$ cat config.mk
export PLATFORM = sky130hd
export DESIGN_NAME = lif_integrator
export DESIGN_NICKNAME = d
export VERILOG_FILES = /design/src/rtl/lif_pkg.sv /design/src/rtl/lif_membrane_update.sv /design/src/rtl/lif_integrator.sv
export SDC_FILE = /design/constraint.sdc
export NUM_CORES = 1
export LEC_CHECK = 0
export ABC_AREA = 0
export CAP_MARGIN = 10
export CORE_AREA = 5 5 59 88
export DETAILED_ROUTE_END_ITERATION = 7
export DIE_AREA = 0 0 64 93
export GPL_ROUTABILITY_DRIVEN = 0
export PLACE_DENSITY = 0.68
export SYNTH_ARGS = -nofsm -noshare
export SYNTH_HDL_FRONTEND = slang
export SYNTH_SLANG_ARGS = --single-unit
export TNS_END_PERCENT = 10
$ cat constraint.sdc
create_clock -name clk -period 3.2 [get_ports clk]
set_input_delay 0.64 -clock clk [delete_from_list [all_inputs] [get_ports clk]]
set_output_delay 0.64 -clock clk [all_outputs]
set_load 0.02 [all_outputs]
$ cat src/rtl/lif_pkg.sv
// Shared types, product codes and the membrane fit() function for lif_integrator.
// fit() saturates when LIF_SATURATE_EN is defined and wraps otherwise.
package lif_pkg;

    typedef enum logic [1:0] {
        ACC  = 2'd0,
        LEAK = 2'd1,
        FIRE = 2'd2
    } lif_state_e;

    localparam logic [1:0] PROD_ZERO = 2'b00;
    localparam logic [1:0] PROD_POS  = 2'b01;
    localparam logic [1:0] PROD_NEG  = 2'b11;

    // Reduces a wide signed value to the w-bit signed membrane range.
    function automatic logic signed [63:0] fit(input logic signed [63:0] x, input int w);
`ifdef LIF_SATURATE_EN
        logic signed [63:0] hi;
        logic signed [63:0] lo;
        hi = (64'sd1 <<< (w - 1)) - 64'sd1;
        lo = -(64'sd1 <<< (w - 1));
        if (x > hi) begin
            return hi;
        end else if (x < lo) begin
            return lo;
        end else begin
            return x;
        end
`else
        return (x <<< (64 - w)) >>> (64 - w);
`endif
    endfunction

endpackage

$ cat src/rtl/lif_membrane_update.sv
// Combinational membrane datapath: leak-and-add in LEAK, threshold subtract in FIRE.
module lif_membrane_update #(
    parameter int W     = 8,
    parameter int SW    = 5,
    parameter int XW    = 13,
    parameter int SHIFT = 2
) (
    input  logic [W-1:0]  u_i,
    input  logic [SW-1:0] sum_i,
    input  logic [W-1:0]  thr_i,
    input  logic          fire_i,
    output logic [W-1:0]  u_next_o
);
    import lif_pkg::*;

    logic signed [XW-1:0] u_x;
    logic signed [XW-1:0] sum_x;
    logic signed [XW-1:0] thr_x;
    logic signed [XW-1:0] res_x;

    // Widen operands so the intermediate result never overflows before fit().
    always_comb begin
        u_x   = {{(XW-W){u_i[W-1]}}, u_i};
        sum_x = {{(XW-SW){sum_i[SW-1]}}, sum_i};
        thr_x = {{(XW-W){1'b0}}, thr_i};
        if (fire_i) begin
            res_x = u_x - thr_x;
        end else begin
            res_x = u_x - (u_x >>> SHIFT) + sum_x;
        end
        u_next_o = W'(fit(64'(res_x), W));
    end

endmodule

$ cat src/rtl/lif_integrator.sv
// Leaky integrate-and-fire core: sums N_INPUTS signed products, then leaks and fires.
// Optional LIF_SATURATE_EN makes membrane updates saturate instead of wrap.
module lif_integrator #(
    parameter int N_INPUTS = 8,
    parameter int W        = 8,
    parameter int SHIFT    = 2
) (
    input  logic         clk,
    input  logic         reset,
    input  logic [1:0]   prod,
    input  logic         in_valid,
    output logic         in_ready,
    input  logic [W-1:0] threshold,
    output logic         spike,
    output logic         spike_valid,
    output logic [W-1:0] membrane
);
    import lif_pkg::*;

    localparam int CW = $clog2(N_INPUTS);
    localparam int SW = CW + 2;
    localparam int XW = W + SW;
    localparam logic [CW-1:0] CNT_LAST = CW'(N_INPUTS - 1);

    lif_state_e        state_q, state_d;
    logic [SW-1:0]     sum_q, sum_d;
    logic [SW-1:0]     prod_x;
    logic [CW-1:0]     cnt_q, cnt_d;
    logic [W-1:0]      u_q, u_d;
    logic [W-1:0]      u_upd;
    logic              spike_q, spike_d;
    logic              spike_valid_q, spike_valid_d;
    logic              xfer;
    logic              fire_ok;

    lif_membrane_update #(
        .W     (W),
        .SW    (SW),
        .XW    (XW),
        .SHIFT (SHIFT)
    ) u_update (
        .u_i      (u_q),
        .sum_i    (sum_q),
        .thr_i    (threshold),
        .fire_i   (state_q == FIRE),
        .u_next_o (u_upd)
    );

    // Next-state, accumulator and membrane control.
    always_comb begin
        state_d       = state_q;
        sum_d         = sum_q;
        cnt_d         = cnt_q;
        u_d           = u_q;
        spike_d       = spike_q;
        spike_valid_d = 1'b0;
        xfer          = in_valid && (state_q == ACC);
        fire_ok       = $signed({u_q[W-1], u_q}) >= $signed({1'b0, threshold});

        // Code 10 is not emitted upstream but still decodes as -2.
        case (prod)
            PROD_ZERO: prod_x = {SW{1'b0}};
            PROD_POS:  prod_x = {{(SW-1){1'b0}}, 1'b1};
            PROD_NEG:  prod_x = {SW{1'b1}};
            default:   prod_x = {{(SW-1){1'b1}}, 1'b0};
        endcase

        case (state_q)
            ACC: begin
                if (xfer) begin
                    sum_d = sum_q + prod_x;
                    cnt_d = cnt_q + CW'(1);
                    if (cnt_q == CNT_LAST) begin
                        state_d = LEAK;
                    end else begin
                        state_d = ACC;
                    end
                end else begin
                    state_d = ACC;
                end
            end
            LEAK: begin
                u_d     = u_upd;
                sum_d   = {SW{1'b0}};
                cnt_d   = {CW{1'b0}};
                state_d = FIRE;
            end
            FIRE: begin
                if (fire_ok) begin
                    spike_d = 1'b1;
                    u_d     = u_upd;
                end else begin
                    spike_d = 1'b0;
                    u_d     = u_q;
                end
                spike_valid_d = 1'b1;
                state_d       = ACC;
            end
            default: begin
                state_d = ACC;
            end
        endcase
    end

    // State and datapath registers with synchronous reset.
    always_ff @(posedge clk) begin
        if (reset) begin
            state_q       <= ACC;
            sum_q         <= {SW{1'b0}};
            cnt_q         <= {CW{1'b0}};
            u_q           <= {W{1'b0}};
            spike_q       <= 1'b0;
            spike_valid_q <= 1'b0;
        end else begin
            state_q       <= state_d;
            sum_q         <= sum_d;
            cnt_q         <= cnt_d;
            u_q           <= u_d;
            spike_q       <= spike_d;
            spike_valid_q <= spike_valid_d;
        end
    end

    assign in_ready    = (state_q == ACC);
    assign spike       = spike_q;
    assign spike_valid = spike_valid_q;
    assign membrane    = u_q;

endmodule

# == Word level (Yosys, flattened, before mapping) ==
# Index checks and enable logic that the tools add are counted.
# totals
ff_bits,20
in_bits,13
out_inout_bits,11
wordCells,39
# classes
n_addsub,5
magnitude_cmp,1
n_eq_ne,7
muxes,13
n_reduce_logical,7
# ops
op,n
$mux W8,2
$pmux W8 S2,1
$pmux W5 S3,1
$pmux W5 S2,1
$ge A8 B9 Y1,1
$add A8 B5 Y8,1
$sub A8 B6 Y8,1
$sub A8 B8 Y8,1
$pmux W3 S2,1
$add A5 B5 Y5,1
$mux W5,1
$eq A2 B1 Y1 const B,2
$eq A2 B2 Y1 const B,2
$logic_not A2 Y1,2
$pmux W2 S2,1
$reduce_and A2 Y1,2
$reduce_bool A2 Y1,2
$add A3 B1 Y3 const B,1
$eq A3 B3 Y1 const B,1
$mux W1,3
$mux W3,1
$mux W2,1
$ne A2 B1 Y1 const B,1
$ne A2 B2 Y1 const B,1
$logic_and A1 B1 Y1,1

# == Logic depth before layout (Yosys ltp) ==
# logic_depth
ltp_word,5
mapped_depth,11
depth_no_buf,11

# == Cells and area by module ==
# Synthesis repeated with hierarchy kept, for this count alone.
# hier_totals
cells_unflattened,265
hier_area_um2,2159.6
# by_module_without_submodules
mod,n_inst,cells_each,area_per_inst_um2,seq_area_each_um2
lif_integrator,1,137,1193.6,400.4
lif_membrane_update,1,128,965.9,0.0

# == Worst setup path after synthesis ==
# OpenSTA, ideal clock, no wires.
# synth_timing
path_kind,reg2reg
startpoint,reg u_q[1] (netlist: membrane[1])
endpoint,reg u_q[6] (netlist: membrane[6])
arrival_time_ns,2.550
setup_slack_ns,0.571
path_stages_with_launch,9
path_cell_list,dfxtp_1 > inv_1 > fa_1 > fa_1 > nand2b_1 > a2111oi_0 > a2111oi_0 > a31o_1 > a211oi_2
# synth_via
elab_chain_len,5
word_cells_on_any_way,9
classes_between,3 x add/sub; 1 x order compare; 1 x eq/ne; 3 x mux; 1 x reduce/logical
# synth_lines
item,line_no,source
start: declaration,lif_integrator.sv:29,"logic [W-1:0] u_q, u_d;"
start signal: assignment,lif_integrator.sv:111,u_q <= {W{1'b0}};
start signal: assignment,lif_integrator.sv:118,u_q <= u_d;
$sub A8 B6 Y8,lif_membrane_update.sv:29,res_x = u_x - (u_x >>> SHIFT) + sum_x;
$add A8 B5 Y8,lif_membrane_update.sv:29,
$mux W8,lif_membrane_update.sv:26,if (fire_i) begin
$mux W8,lif_integrator.sv:89,if (fire_ok) begin
$pmux W8 S2,lif_integrator.sv:68,case (state_q)
# Several ways; a longest one is shown, not always the timed one. The select of a mux whose other input is x is not followed.
# A chain may end at the register's enable or synchronous reset.

# == Worst setup path in the final report ==
# Same ends and word-level chain as after synthesis.

==> impl.org <==
** Status
- Status :: complete, no violations

** Die
- IO Pins :: 24
- Width of the chip :: 64 um
- The die covers 5950 sq um.
- The floorplan has 30 rows.
- Die Y-Extent :: 93 um
- The initial utilization of the core area, before any placement, comes to 46.0%.
- Core region area :: 4390 sq um

** Placement
- Worst slack at placement :: 0.369 ns
- Including well taps, the total number of placed cells is 319.
- The wire-length estimate of the detail-placed layout is 3.97 mm.
- Buffers placed on the I/O ports in this run total 23.

** Global route
- Initial antenna violation count :: 0
- Pin count of the biggest net entering global routing :: 15
- Tot GR Track Use :: 17.2%
- The first global-routing pass estimated 8.41 mm of wire.
- The via count of the first global-routing pass was 1,850.
- GRT overflow :: 0

** Clocking
- The number of setup buffers added after CTS is 0.
- The number of hold buffers added after CTS was 0.
- Post-CTS repair changed the size of 0 cells.
- Total CTS buffers :: 3
- In this run the number of H-tree levels came out at 1.
- CTS saw 20 sinks.
- TritonCTS built the clock tree.
- Clock root buffer :: sky130_fd_sc_hd__clkbuf_8
- Insertion delay to the later sink of the worst-skew pair :: 0.26 ns
- The longest clock path from root to sink contains 2 buffers.
- Clock transition at path regs :: 0.08 ns

** Yosys
- Number of synthesized flops with an enable pin :: 0
- A synthesized cell averages 8.08 sq um.
- The synthesized design contains 20 register bits.
- The mapped netlist covers 2020 sq um.
- Share of flip-flops with an asynchronous set or reset after synthesis :: 0%
- Main synth FF type :: sky130_fd_sc_hd__dfxtp_1
- Number of warnings reported in the yosys synthesis log :: 0
- Mapped Cells :: 250
- The synthesized netlist contains 58 unique library cells.
- Of the synthesized area, sequential elements account for 19.8%.
- When the netlist entered floorplanning its net count stood at 295.

** Cells and area
- Number of nets in the final layout :: 321
- The library cell used most frequently in the layout, excluding fill and tap cells, is sky130_fd_sc_hd__inv_1.
- Most frequent cells in the layout :: 39 x sky130_fd_sc_hd__inv_1, 27 x sky130_fd_sc_hd__nor2_1, 23 x sky130_fd_sc_hd__ha_1, 23 x sky130_fd_sc_hd__clkdlybuf4s50_1, 20 x sky130_fd_sc_hd__dfxtp_1
- Final Instance Count excl. Fillers :: 323
- Compared with the post-synthesis result, the final layout area differs by 17.3%.
- The post-route netlist has 6.18% of its cells at a drive strength greater than 1.
- The number of antenna diodes in the final layout is 0.
- At the end of the flow the core is filled with cells to 53.9%.

** Worst setup path
- Data on the critical path is required at its endpoint by 3.39 ns.
- STA puts the critical path data arrival time at 2.84 ns.
- The worst setup path is launched from a flip-flop.
- Highest fanout seen on the critical path :: 4
- Type of the worst setup path :: reg2reg
- Endpoint kind of the worst setup timing path :: flip-flop

** Pwr
- For this design the static power due to leakage is 1.02 nW.
- Ratio of total power to cell area :: 310 nW/um^2
- Across the VDD grid, the largest voltage drop is 0.328 mV.

** Route
- Dividing the detail-routed wire length by the instance count gives 14.8 um.
- Wires add up to 4.79 mm.
- Count of nets left with antenna violations after detail routing :: 0
- In the routed design, unresolved DRC markers number 0.
- Detailed routing inserted a total of 1,833 vias.
- In the routed layout, each cell is associated on average with a via count of 5.67.
- Detailed router's first-iteration violation count :: 43
- For this run, the detailed router's first-pass iteration total came to 4.

** STA
- For the finished layout, the period the worst path requires is 2.64 ns.
- Final worst hold slack :: 0.473 ns
- Final hold violation count :: 0
- Transition time at the pin with the least slew margin :: 0.730 ns
- Setup violators final :: 0
- Clock skew after layout :: 0.00519 ns
- Rel. slew slack :: 51.3%
- Highest clock rate :: 378 MHz
- Fin. max-slew vios :: 0
- Setup repair after global routing left no endpoint under its margin.
- Setup total negative slack on the finished layout was measured at 0 ns.
- Least setup slack across all paths after layout :: 0.557 ns
- Dividing the final minimum period by the clock period gives 82.6%.

** Worst hold path
- Path type of the worst min-delay path :: reg2reg

** Job
- Number of max-cap violations :: 0
-- area by class of cell --
cell class,count,area (sq um)
Fill cell,418,2020
Multi-Input combinational cell,185,1450
Sequential cell,20,400
Timing Repair Buffer,27,260
Inverter,39,146
Tap cell,48,60.1
Clock buffer,4,55.1
-- worst max-delay path: stages (launching register included) --
cell and delay (ns):
sky130_fd_sc_hd__dfxtp_1 0.39, sky130_fd_sc_hd__inv_1 0.11, sky130_fd_sc_hd__fa_1 0.53, sky130_fd_sc_hd__fa_1 0.46, sky130_fd_sc_hd__nand2b_1 0.19, sky130_fd_sc_hd__a2111oi_0 0.35
sky130_fd_sc_hd__a2111oi_0 0.12, sky130_fd_sc_hd__a31o_1 0.23, sky130_fd_sc_hd__a211oi_2 0.19
-- flip-flops by register name (all words and copies together), names as in the netlist --
| name | count |
|---|---|
| cnt_q | 3 |
| spike | 1 |
| membrane | 8 |
| sum_q | 5 |
| spike_valid | 1 |
| state_q | 2 |
-- path summary, 6_finish.rpt --
check	endpoint	cells past startpoint	slack, ns	startpoint
max	membrane[6]	8	0.56	membrane[1]
min	spike	2	0.47	spike
max reg2reg	membrane[6]	8	0.56	membrane[1]
min reg2reg	spike	2	0.47	spike
-- per-layer routing --
metal	track usage, %	part of all wire [%]	up-vias
li1	-	-	935
met1	20.3	41	857
met2	31.8	54	32
met3	1.68	3.4	9
met4	5.03	1.5	0
met5	0	0	-
-- where the power goes --
part	leakage (nW)	total, mW	switching (mW)	internal [mW]
Sequential	0.162	0.264	0.00712	0.257
Combinational	0.828	0.272	0.145	0.127
Clock	0.0288	0.199	0.0888	0.110
Total	1.02	0.735	0.241	0.494
-- Yosys cell counts (all sizes together) (2+ instances only) --
cell type	count	area share [%]
nor2	28	5.3
o21bai	4	1.5
a31o	2	0.87
o311ai	3	1.7
nor3	7	1.7
o311a	2	0.99
ha	23	14
dfxtp	20	20
nand4	3	1.2
nor3b	3	1.7
o21ai	12	3.0
a211oi	5	2.4
fa	9	8.9
nand2b	4	1.2
a2111oi	2	0.87
a21o	5	2.2
nand3	9	2.2
nor2b	5	1.5
mux2i	2	0.99
inv	39	7.2
nand3b	2	0.74
xnor2	2	0.87
a311oi	2	0.87
a22oi	5	1.9
o21a	3	1.1
and2	2	0.62
clkbuf	2	0.37
buf	4	0.93
a21oi	13	3.8
nand2	9	1.7
a21boi	4	1.5
-- per-stage QoR --
| stage | instance area (sq um) | total power [mW] |
|---|---|---|
| floorplan | 2020 | 0.472 |
| global placement | 2310 | 0.538 |
| detailed placement | 2310 | 0.541 |
| CTS | 2370 | 0.735 |
| global route | 2370 | 0.790 |
| finish | 2370 | 0.735 |
-- logic make-up after synthesis --
kind of cell               after synthesis  synth area share, %
and+or+nand+nor                         80                 21.1
AOI/OAI and AO/OA                       68                 25.0
buffers and inverters                   45                 8.55
adders and majority gates               32                 23.2
DFF                                     20                 19.8
xor gates and xnor gates                 3                 1.30
muxes                                    2                0.991
Note: power is estimated with default switching activity, not from simulation.
